$ cat src/rtl/riscv_pkg.sv
// Shared RV32I encodings for the pipeline: load/store type codes, data width
// and the load/store unit state enum.
package riscv_pkg;

    localparam int XLEN = 32;

    localparam logic [2:0] LOAD_WORD   = 3'b000;
    localparam logic [2:0] LOAD_HALF   = 3'b001;
    localparam logic [2:0] LOAD_BYTE   = 3'b010;
    localparam logic [2:0] LOAD_HALF_U = 3'b011;
    localparam logic [2:0] LOAD_BYTE_U = 3'b111;

    localparam logic [1:0] STORE_WORD = 2'b00;
    localparam logic [1:0] STORE_HALF = 2'b01;
    localparam logic [1:0] STORE_BYTE = 2'b10;

    typedef enum logic [1:0] {
        LSU_IDLE,
        LSU_REQ,
        LSU_WAIT_RSP,
        LSU_DONE
    } lsu_state_t;

endpackage

$ cat src/rtl/lsu_lane_align.sv
// Byte-lane steering for the LSU: store strobes/replicated data and
// load lane extraction with sign/zero extension.
module lsu_lane_align
    import riscv_pkg::*;
(
    input  logic [1:0]      store_type,
    input  logic [1:0]      store_ofs,
    input  logic [XLEN-1:0] store_data,
    output logic [3:0]      wstrb,
    output logic [XLEN-1:0] wdata,
    input  logic [2:0]      load_type,
    input  logic [1:0]      load_ofs,
    input  logic [XLEN-1:0] rdata,
    output logic [XLEN-1:0] load_ext
);

    logic [7:0]  rd_byte;
    logic [15:0] rd_half;

    // Half accesses ignore addr[0]; the lane is picked by addr[1] alone.
    always_comb begin
        wstrb = 4'b1111;
        wdata = store_data;
        case (store_type)
            STORE_BYTE: begin
                wstrb = 4'b0001 << store_ofs;
                wdata = {4{store_data[7:0]}};
            end
            STORE_HALF: begin
                wstrb = store_ofs[1] ? 4'b1100 : 4'b0011;
                wdata = {2{store_data[15:0]}};
            end
            default: ;
        endcase
    end

    always_comb begin
        rd_byte  = rdata[{load_ofs, 3'b000} +: 8];
        rd_half  = load_ofs[1] ? rdata[XLEN-1:16] : rdata[15:0];
        load_ext = rdata;
        case (load_type)
            LOAD_BYTE:   load_ext = {{(XLEN-8){rd_byte[7]}}, rd_byte};
            LOAD_BYTE_U: load_ext = {{(XLEN-8){1'b0}}, rd_byte};
            LOAD_HALF:   load_ext = {{(XLEN-16){rd_half[15]}}, rd_half};
            LOAD_HALF_U: load_ext = {{(XLEN-16){1'b0}}, rd_half};
            default: ;
        endcase
    end

endmodule

$ cat src/rtl/lsu_mem_ctrl.sv
// MEM-stage load/store unit: valid/ready data-memory requests, pipeline stall
// and load writeback. Define LSU_MISALIGN_TRAP_EN to trap misaligned accesses.
module lsu_mem_ctrl #(
    parameter int ADDR_W = 32,
    parameter int XLEN   = 32
) (
    input  logic              clk,
    input  logic              rst_n,
    input  logic              mem_read,
    input  logic              mem_write,
    input  logic [2:0]        load_type,
    input  logic [1:0]        store_type,
    input  logic [ADDR_W-1:0] mem_addr,
    input  logic [XLEN-1:0]   mem_wdata,
    output logic              lsu_stall,
    output logic [XLEN-1:0]   load_data,
    output logic              misalign_err,
    output logic              dmem_req_valid,
    input  logic              dmem_req_ready,
    output logic [ADDR_W-1:0] dmem_addr,
    output logic              dmem_we,
    output logic [3:0]        dmem_wstrb,
    output logic [XLEN-1:0]   dmem_wdata,
    input  logic              dmem_rsp_valid,
    input  logic [XLEN-1:0]   dmem_rdata
);

    import riscv_pkg::*;

    lsu_state_t        state_q, state_d;
    logic [ADDR_W-1:0] addr_q, addr_d;
    logic              we_q, we_d;
    logic [3:0]        wstrb_q, wstrb_d;
    logic [XLEN-1:0]   wdata_q, wdata_d;
    logic [XLEN-1:0]   load_data_q, load_data_d;
    logic [2:0]        ltype_q, ltype_d;
    logic [1:0]        lofs_q, lofs_d;
    logic              op_req;
    logic              trap;
    logic [3:0]        al_wstrb;
    logic [XLEN-1:0]   al_wdata;
    logic [XLEN-1:0]   al_load;

    assign op_req = mem_read | mem_write;

`ifdef LSU_MISALIGN_TRAP_EN
    logic half_op, word_op;
    logic misalign_q, misalign_d;

    assign half_op = (mem_read && (load_type == LOAD_HALF || load_type == LOAD_HALF_U))
                  || (mem_write && store_type == STORE_HALF);
    assign word_op = (mem_read && load_type == LOAD_WORD)
                  || (mem_write && store_type == STORE_WORD);
    assign trap       = (half_op && mem_addr[0]) || (word_op && (mem_addr[1:0] != 2'b00));
    assign misalign_d = (state_q == LSU_IDLE) && op_req && trap;

    always_ff @(posedge clk or negedge rst_n) begin
        if (!rst_n) misalign_q <= 1'b0;
        else        misalign_q <= misalign_d;
    end
    assign misalign_err = misalign_q;
`else
    assign trap         = 1'b0;
    assign misalign_err = 1'b0;
`endif

    lsu_lane_align u_align (
        .store_type (store_type),
        .store_ofs  (mem_addr[1:0]),
        .store_data (mem_wdata),
        .wstrb      (al_wstrb),
        .wdata      (al_wdata),
        .load_type  (ltype_q),
        .load_ofs   (lofs_q),
        .rdata      (dmem_rdata),
        .load_ext   (al_load)
    );

    // Request fields are captured once in IDLE so they stay stable through REQ.
    always_comb begin
        state_d     = state_q;
        addr_d      = addr_q;
        we_d        = we_q;
        wstrb_d     = wstrb_q;
        wdata_d     = wdata_q;
        load_data_d = load_data_q;
        ltype_d     = ltype_q;
        lofs_d      = lofs_q;
        case (state_q)
            LSU_IDLE: begin
                if (op_req) begin
                    if (trap) begin
                        state_d = LSU_DONE;
                    end else begin
                        state_d = LSU_REQ;
                        addr_d  = {mem_addr[ADDR_W-1:2], 2'b00};
                        we_d    = mem_write;
                        wstrb_d = mem_write ? al_wstrb : 4'b0000;
                        wdata_d = al_wdata;
                        ltype_d = load_type;
                        lofs_d  = mem_addr[1:0];
                    end
                end
            end
            LSU_REQ: begin
                if (dmem_req_ready) state_d = we_q ? LSU_DONE : LSU_WAIT_RSP;
            end
            LSU_WAIT_RSP: begin
                if (dmem_rsp_valid) begin
                    load_data_d = al_load;
                    state_d     = LSU_DONE;
                end
            end
            default: state_d = LSU_IDLE;
        endcase
    end

    always_ff @(posedge clk or negedge rst_n) begin
        if (!rst_n) begin
            state_q     <= LSU_IDLE;
            addr_q      <= '0;
            we_q        <= 1'b0;
            wstrb_q     <= 4'b0000;
            wdata_q     <= '0;
            load_data_q <= '0;
            ltype_q     <= LOAD_WORD;
            lofs_q      <= 2'b00;
        end else begin
            state_q     <= state_d;
            addr_q      <= addr_d;
            we_q        <= we_d;
            wstrb_q     <= wstrb_d;
            wdata_q     <= wdata_d;
            load_data_q <= load_data_d;
            ltype_q     <= ltype_d;
            lofs_q      <= lofs_d;
        end
    end

    // Valid comes straight off the state flop so reset drops it asynchronously.
    assign dmem_req_valid = (state_q == LSU_REQ);
    assign dmem_addr      = addr_q;
    assign dmem_we        = we_q;
    assign dmem_wstrb     = wstrb_q;
    assign dmem_wdata     = wdata_q;
    assign load_data      = load_data_q;
    assign lsu_stall      = op_req && (state_q != LSU_DONE);

endmodule

$ cat config.mk
export PLATFORM = sky130hd
export DESIGN_NAME = lsu_mem_ctrl
export DESIGN_NICKNAME = d
export VERILOG_FILES = /design/src/rtl/riscv_pkg.sv /design/src/rtl/lsu_lane_align.sv /design/src/rtl/lsu_mem_ctrl.sv
export SDC_FILE = /design/constraint.sdc
export NUM_CORES = 1
export LEC_CHECK = 0
export CAP_MARGIN = 20
export CORE_ASPECT_RATIO = 0.6
export CORE_MARGIN = 2
export CORE_UTILIZATION = 45
export DETAILED_ROUTE_END_ITERATION = 10
export HOLD_SLACK_MARGIN = 0.05
export PLACE_DENSITY = 0.84
export SLEW_MARGIN = 25
export SYNTH_ARGS = -nofsm -noshare
export SYNTH_HDL_FRONTEND = slang
export SYNTH_SLANG_ARGS = --single-unit
$ cat constraint.sdc
create_clock -name clk -period 3.54 [get_ports clk]
set_input_delay 0.708 -clock clk [delete_from_list [all_inputs] [get_ports clk]]
set_output_delay 0.708 -clock clk [all_outputs]
set_load 0.05 [all_outputs]
==> results of run 1 <==
[power groups by stage]
| stage | Combinational [mW] | Sequential (mW) | Clock, mW |
|---|---|---|---|
| finish | 5.07 | 2.21 | 1.05 |
| global route | 5.37 | 2.30 | 1.10 |
| CTS | 5.09 | 2.21 | 1.06 |
| detailed placement | 5.08 | 2.21 | 0 |
| global placement | 4.99 | 2.19 | 0 |
| floorplan | 1.50 | 4.05 | 0 |
[layer usage]
metal | part of all wire | wire length (µm) | track usage | vias to the layer above
li1 | - | - | - | 2223
met1 | 0.42 | 6644 | 0.3523 | 2305
met2 | 0.45 | 7141 | 0.4217 | 228
met3 | 0.11 | 1810 | 0.1083 | 24
met4 | 0.016 | 258 | 0.06909 | 0
met5 | 0 | 0 | 0 | -
[synthesized netlist by cell type (2+ instances only)]
cell	n	area (µm²)
nor2b_1	2	12.51
a311oi_1	7	61.31
buf_4	5	37.54
buf_2	5	25.02
o41ai_1	7	61.31
nor3b_1	7	52.55
a21o_1	2	15.01
a221o_1	16	160.2
ha_1	7	87.58
dfrtp_1	106	2653
o21a_1	8	60.06
nand2_1	162	608.1
mux2i_1	7	70.07
a22oi_1	8	60.06
a221oi_1	16	140.1
nor2_1	78	292.8
nand2b_1	3	18.77
clkbuf_1	25	93.84
mux2_2	9	101.4
a21oi_1	21	105.1
inv_1	17	63.81
o21ai_0	11	55.05
and2_1	2	12.51
[critical path: cells and delay by family]
family	cells	cell delay (ns)
AND/OR/NAND/NOR	2	0.24
buffers and inverters	2	1.35
[kinds of logic (layout without fill, tap and decap cells)]
logic type / after synthesis / in the layout
AOI/OAI and AO/OA: 103 / 103
and+or+nand+nor: 256 / 256
muxes: 17 / 17
buffers and inverters: 54 / 250
other: 1 / 3
xor gates and xnor gates: 1 / 1
DFF: 106 / 106
adders and majority gates: 7 / 7
[registers in the layout, indices dropped and copies added, names as in the netlist]
name	count
dmem_we	1
load_data	32
ltype_q	3
dmem_wdata	32
state_q	2
dmem_wstrb	4
dmem_addr	30
lofs_q	2
[worst min path at each step]
stage | slack, ns | depth (start not counted) | endpoint
2_1_floorplan | 0.41 | 0 | dmem_addr[10]$_DFFE_PN0P_
3_3_place_gp | 0.46 | 2 | dmem_addr[25]$_DFFE_PN0P_
3_5_place_dp | 0.46 | 2 | dmem_addr[19]$_DFFE_PN0P_
4_1_cts | 0.45 | 2 | load_data[18]$_DFFE_PN0P_
5_1_grt | 0.47 | 2 | load_data[18]$_DFFE_PN0P_
6_report | 0.42 | 2 | load_data[18]$_DFFE_PN0P_
[per-stage QoR]
step	hold slack (ns)	util	setup WS (ns)
after floorplan	0.4124	-	1.431
after global placement	0.4565	0.6725	0.5413
after detailed placement	0.4609	0.6725	0.5268
after CTS	0.4520	0.7016	0.5266
after global routing	0.4650	0.7016	0.4217
final	0.4159	0.7016	0.5292
[final cells by class]
cell class / count / area share
Sequential cell: 106 / 0.3544
Timing Repair Buffer: 217 / 0.2882
Multi-Input combinational cell: 387 / 0.2842
Clock buffer: 9 / 0.03009
Tap cell: 139 / 0.02324
Clock inverter: 7 / 0.01137
Inverter: 17 / 0.008526
==> flow_metrics.py, run 1 <==
metrics = {
    "outcome": {
        "status": "finished clean",
    },
    "floorplan": {
        "start_util": 0.4676,
        "core_mm2": 0.01067,
        "ioPinCount": 211,
        "chipWidth_um": 139.9,
        "dieArea_mm2": 0.01197,
        "die_h_um": 85.56,
        "row_count": 29,
    },
    "timing": {
        "hold_viol_final": 0,
        "slew_violations": 0,
        "tightest_slew_ns": 0.9878,
        "skew_ns": 0.006170,
        "rsz0062_at_grt": "no",
        "period_share": 0.8505,
        "max_slew_margin": 0.3401,
        "setup_viol": 0,
        "tns_ns": 0,
        "fmax_mhz": 332.1,
        "post-route-min-period_ns": 3.011,
    },
    "logic_synthesis": {
        "synth_area_mm2": 0.004989,
        "ys_types": 37,
        "synth_edf_count": 0,
        "synth_mux_area_frac": 0.03888,
        "synth-seq-area-share": 0.5317,
        "synth_top_flop_cell": "dfrtp_1",
        "synth_top_family_by_area": "simple AND/OR/NAND/NOR gates",
        "synthAdderAreaFrac": 0.01756,
        "async_flop_share": 1.000,
        "yosys_warnings": 0,
        "syn_avg_cell_area_um2": 9.153,
        "ys_seq_elements": 106,
        "synth_xor_area_frac": 0.001756,
        "synth_compound_area_frac": 0.1585,
        "synthSimpleGateAreaFrac": 0.2037,
        "syn_inst": 545,
    },
    "layout": {
        "final_common_cell": "clkdlybuf4s50_1",
        "n_antenna_cell": 0,
        "final_cells": 882,
        "syn2layout_area_growth_pct": 50.04,
        "regArea_mm2": 0.002653,
        "final_cell_mix": "clkdlybuf4s50_1 (206), nand2_1 (162), dfrtp_1 (106)",
        "drive_gt1_frac": 0.05653,
        "n_fill_cell": 818,
        "multiInputGateArea_mm2": 0.002127,
        "nets": 852,
        "fin_area_mm2": 0.007485,
    },
    "route": {
        "vias_per_cell": 5.420,
        "remaining_drc_errors": 0,
        "drt_iter0_drc": 317,
        "wl_per_cell_um": 17.98,
        "routed_wl_mm": 15.85,
        "antenna_left": 0,
        "dr.pass1.iters": 5,
        "vias": 4780,
    },
    "clock_network": {
        "clkSinkCount": 106,
        "cts_hold_buffers": 0,
        "ctsResizeCount": 0,
        "cts_setup_buffers": 0,
        "cts_buffers": 9,
        "tritoncts": "built",
        "clockRootBuffer": "clkbuf_16",
        "h-tree-depth": 3,
        "path_clk_slew_ns": 0.07,
        "worstSkewPairLatency_ns": 0.35,
        "clockBufferDepth": 2,
    },
    "placement": {
        "gp_congestion": 0.8773,
        "io_buffers": 207,
        "dp.cells": 866,
        "dp_hpwl_mm": 11.76,
        "placed_area_mm2": 0.007174,
    },
    "worst_setup_path": {
        "r2r_cells": 5,
        "cp-startpoint": "mem_write",
        "cp_max_fo": 3,
        "critPathSlowestCell": "clkdlybuf4s50_1",
        "path_cells": "clkdlybuf4s50_1 > nor2_1 > nor2_1 > clkdlybuf4s50_1",
        "r2r_end": "load_data[13]$_DFFE_PN0P_",
        "reg2reg_from": "lofs_q[1]$_DFFE_PN0P_",
        "required_ns": 2.83,
        "critPathMaxStageDelay_ns": 0.80,
        "reg2reg_slack_ns": 1.42,
        "end_kind": "output pin",
        "critical_path_arrival_ns": 2.30,
        "crit_type": "in -> out",
        "cp-endpoint": "lsu_stall",
        "setup.worst_path.start_class": "primary input",
    },
    "global_route": {
        "grt.total_usage": 0.2685,
        "grt_pass1_vias": 4865,
        "grt_max_degree": 107,
        "gr-total-overflow": 0,
        "antenna_found_initial": 0,
        "grt_pass1_wl_mm": 25.21,
    },
    "power_and_ir_drop": {
        "ir_drop_mv": 0.7644,
        "powerDensity_mw_per_mm2": 1114,
        "switching_share": 0.5096,
        "p_leak_nw": 3.366,
        "clockPowerShare": 0.126,
        "pwr-share-seq": 0.266,
        "power_mw": 8.338,
        "combPwrFrac": 0.608,
        "p_int_mw": 4.089,
        "p_switching_mw": 4.249,
    },
    "flow_run": {
        "maxCapViolCount": 0,
    },
    "min_path": {
        "hold_path.class": "in -> async",
    },
}
Power figures use the tool's default switching activity.
==> run 2, diff against run 1 <==
--- a/config.mk
+++ b/config.mk
@@ -5,7 +5,8 @@
 export SDC_FILE = /design/constraint.sdc
 export NUM_CORES = 1
 export LEC_CHECK = 0
-export CAP_MARGIN = 20
+export ABC_AREA = 0
+export CAP_MARGIN = 10
 export CORE_ASPECT_RATIO = 0.6
 export CORE_MARGIN = 2
 export CORE_UTILIZATION = 45
==> results of run 2 <==
Final layout, timing and power as in run 1 (identical DEF).
==> run 3, diff against run 2 <==
--- a/config.mk
+++ b/config.mk
@@ -11,6 +11,7 @@
 export CORE_MARGIN = 2
 export CORE_UTILIZATION = 45
 export DETAILED_ROUTE_END_ITERATION = 10
+export GPL_TIMING_DRIVEN = 0
 export HOLD_SLACK_MARGIN = 0.05
 export PLACE_DENSITY = 0.84
 export SLEW_MARGIN = 25
==> constraint.sdc (replaced) <==
create_clock -name clk -period 3.5 [get_ports clk]
set_input_delay 0.7 -clock clk [delete_from_list [all_inputs] [get_ports clk]]
set_output_delay 0.7 -clock clk [all_outputs]
set_load 0.05 [all_outputs]
==> flow_metrics.py, run 3 (synthesis results as in run 1) <==
metrics = {
    "timing": {
        "period_share": 0.8254,
        "fin_ws_ns": 0.6110,
        "max_slew_margin": 0.5930,
        "rsz0062_at_grt": "no",
        "whs_ns": 0.2293,
        "post-route-min-period_ns": 2.889,
        "fmax_mhz": 346.1,
        "hold_viol_final": 0,
        "tightest_slew_ns": 0.6086,
        "setup_viol": 0,
        "skew_ns": 0.006329,
        "slew_violations": 0,
    },
    "global_route": {
        "antenna_found_initial": 0,
        "grt_pass1_vias": 4922,
        "grt_pass1_wl_mm": 25.99,
        "grt_max_degree": 72,
        "grt.total_usage": 0.2777,
        "gr-total-overflow": 0,
    },
    "worst_setup_path": {
        "end_kind": "output pin",
        "r2r_cells": 7,
        "required_ns": 2.80,
        "setup.worst_path.start_class": "primary input",
        "cp_max_fo": 3,
        "critical_path_arrival_ns": 2.19,
        "crit_type": "in -> out",
    },
    "clock_network": {
        "clkSinkCount": 106,
        "h-tree-depth": 3,
        "worstSkewPairLatency_ns": 0.35,
        "ctsResizeCount": 0,
        "clockRootBuffer": "clkbuf_16",
        "cts_setup_buffers": 0,
        "path_clk_slew_ns": 0.08,
        "cts_hold_buffers": 0,
        "tritoncts": "built",
        "cts_buffers": 9,
        "clockBufferDepth": 2,
    },
    "route": {
        "dr.pass1.iters": 5,
        "remaining_drc_errors": 0,
        "wl_per_cell_um": 17.91,
        "routed_wl_mm": 16.32,
        "vias_per_cell": 5.391,
        "antenna_left": 0,
        "vias": 4911,
        "drt_iter0_drc": 354,
    },
    "floorplan": {
        "die_h_um": 85.56,
        "start_util": 0.4676,
        "dieArea_mm2": 0.01197,
        "row_count": 29,
        "core_mm2": 0.01067,
        "ioPinCount": 211,
        "chipWidth_um": 139.9,
    },
    "power_and_ir_drop": {
        "p_leak_nw": 3.399,
        "powerDensity_mw_per_mm2": 1114,
        "ir_drop_mv": 0.7033,
    },
    "flow_run": {
        "maxCapViolCount": 0,
    },
    "placement": {
        "dp_slack_ns": 0.6193,
        "dp_hpwl_mm": 12.62,
        "placed_area_mm2": 0.007271,
        "gp_congestion": 0.9301,
        "io_buffers": 207,
    },
    "outcome": {
        "status": "finished clean",
    },
    "min_path": {
        "hold_path.class": "in -> async",
    },
    "layout": {
        "drive_gt1_frac": 0.05447,
        "fin_area_mm2": 0.007559,
        "final_util": 0.7085,
        "final_common_cell": "clkdlybuf4s50_1",
        "nets": 880,
        "syn2layout_area_growth_pct": 51.52,
        "final_cell_mix": "clkdlybuf4s50_1 (206), nand2_1 (162), dfrtp_1 (106)",
    },
}
## run 3: cell count changes in the layout (fill, tap and decap cells not counted), sizes merged
cell	delta
clkbuf	+25
buf	+3
bufinv	-1
diode	+1
inv	+1
## run 3: cell type report
class                           count  area (µm²)
Fill cell                         799        3109
Clock buffer                        9       225.2
Clock inverter                      7       60.06
Sequential cell                   106        2653
Buffer                             37       171.4
Antenna cell                        1       2.502
Timing Repair Buffer              208        2101
Tap cell                          139       173.9
Multi-Input combinational cell    387        2108
Inverter                           17       63.81
## run 3: through the flow
step                setup TNS, ns  power [mW]  std cells
global route                    0       8.864        910
global placement          -226.48       7.310        893
CTS                             0       8.445        910
finish                          0       8.420        911
floorplan                       0       5.607        547
detailed placement              0       7.421        894
## run 3: final timing paths
kind / from / end / slack (ns)
max in group asynchronous: rst_n / dmem_wdata[30]$_DFFE_PN0P_ / 2.59
worst max register to register: state_q[0]$_DFFE_PN0P_ / dmem_wdata[17]$_DFFE_PN0P_ / 1.23
worst min-delay path: rst_n / load_data[16]$_DFFE_PN0P_ / 0.23
worst min register to register: dmem_addr[24]$_DFFE_PN0P_ / dmem_addr[24]$_DFFE_PN0P_ / 0.48
worst max-delay path: mem_write / lsu_stall / 0.61
min in group clk: dmem_addr[24]$_DFFE_PN0P_ / dmem_addr[24]$_DFFE_PN0P_ / 0.48
## run 3: power breakdown
group	switching (mW)	total [mW]	internal, mW
registers	0.379	2.21	1.83
logic	3.47	5.22	1.75
clock network	0.490	0.988	0.497
## run 3: metal layers
metal	vias up	wire length (µm)	GRT usage	share of wire
li1	2285	-	-	-
met1	2347	7154	0.3750	0.44
met2	256	7103	0.4306	0.44
met3	23	1864	0.1078	0.11
met4	0	194	0.06182	0.012
met5	-	0	0	0
## run 3: critical path, stage by stage
cell	delay, ns
clkdlybuf4s50_1	0.49
nor2_1	0.09
nor2_1	0.10
clkdlybuf4s50_1	0.82
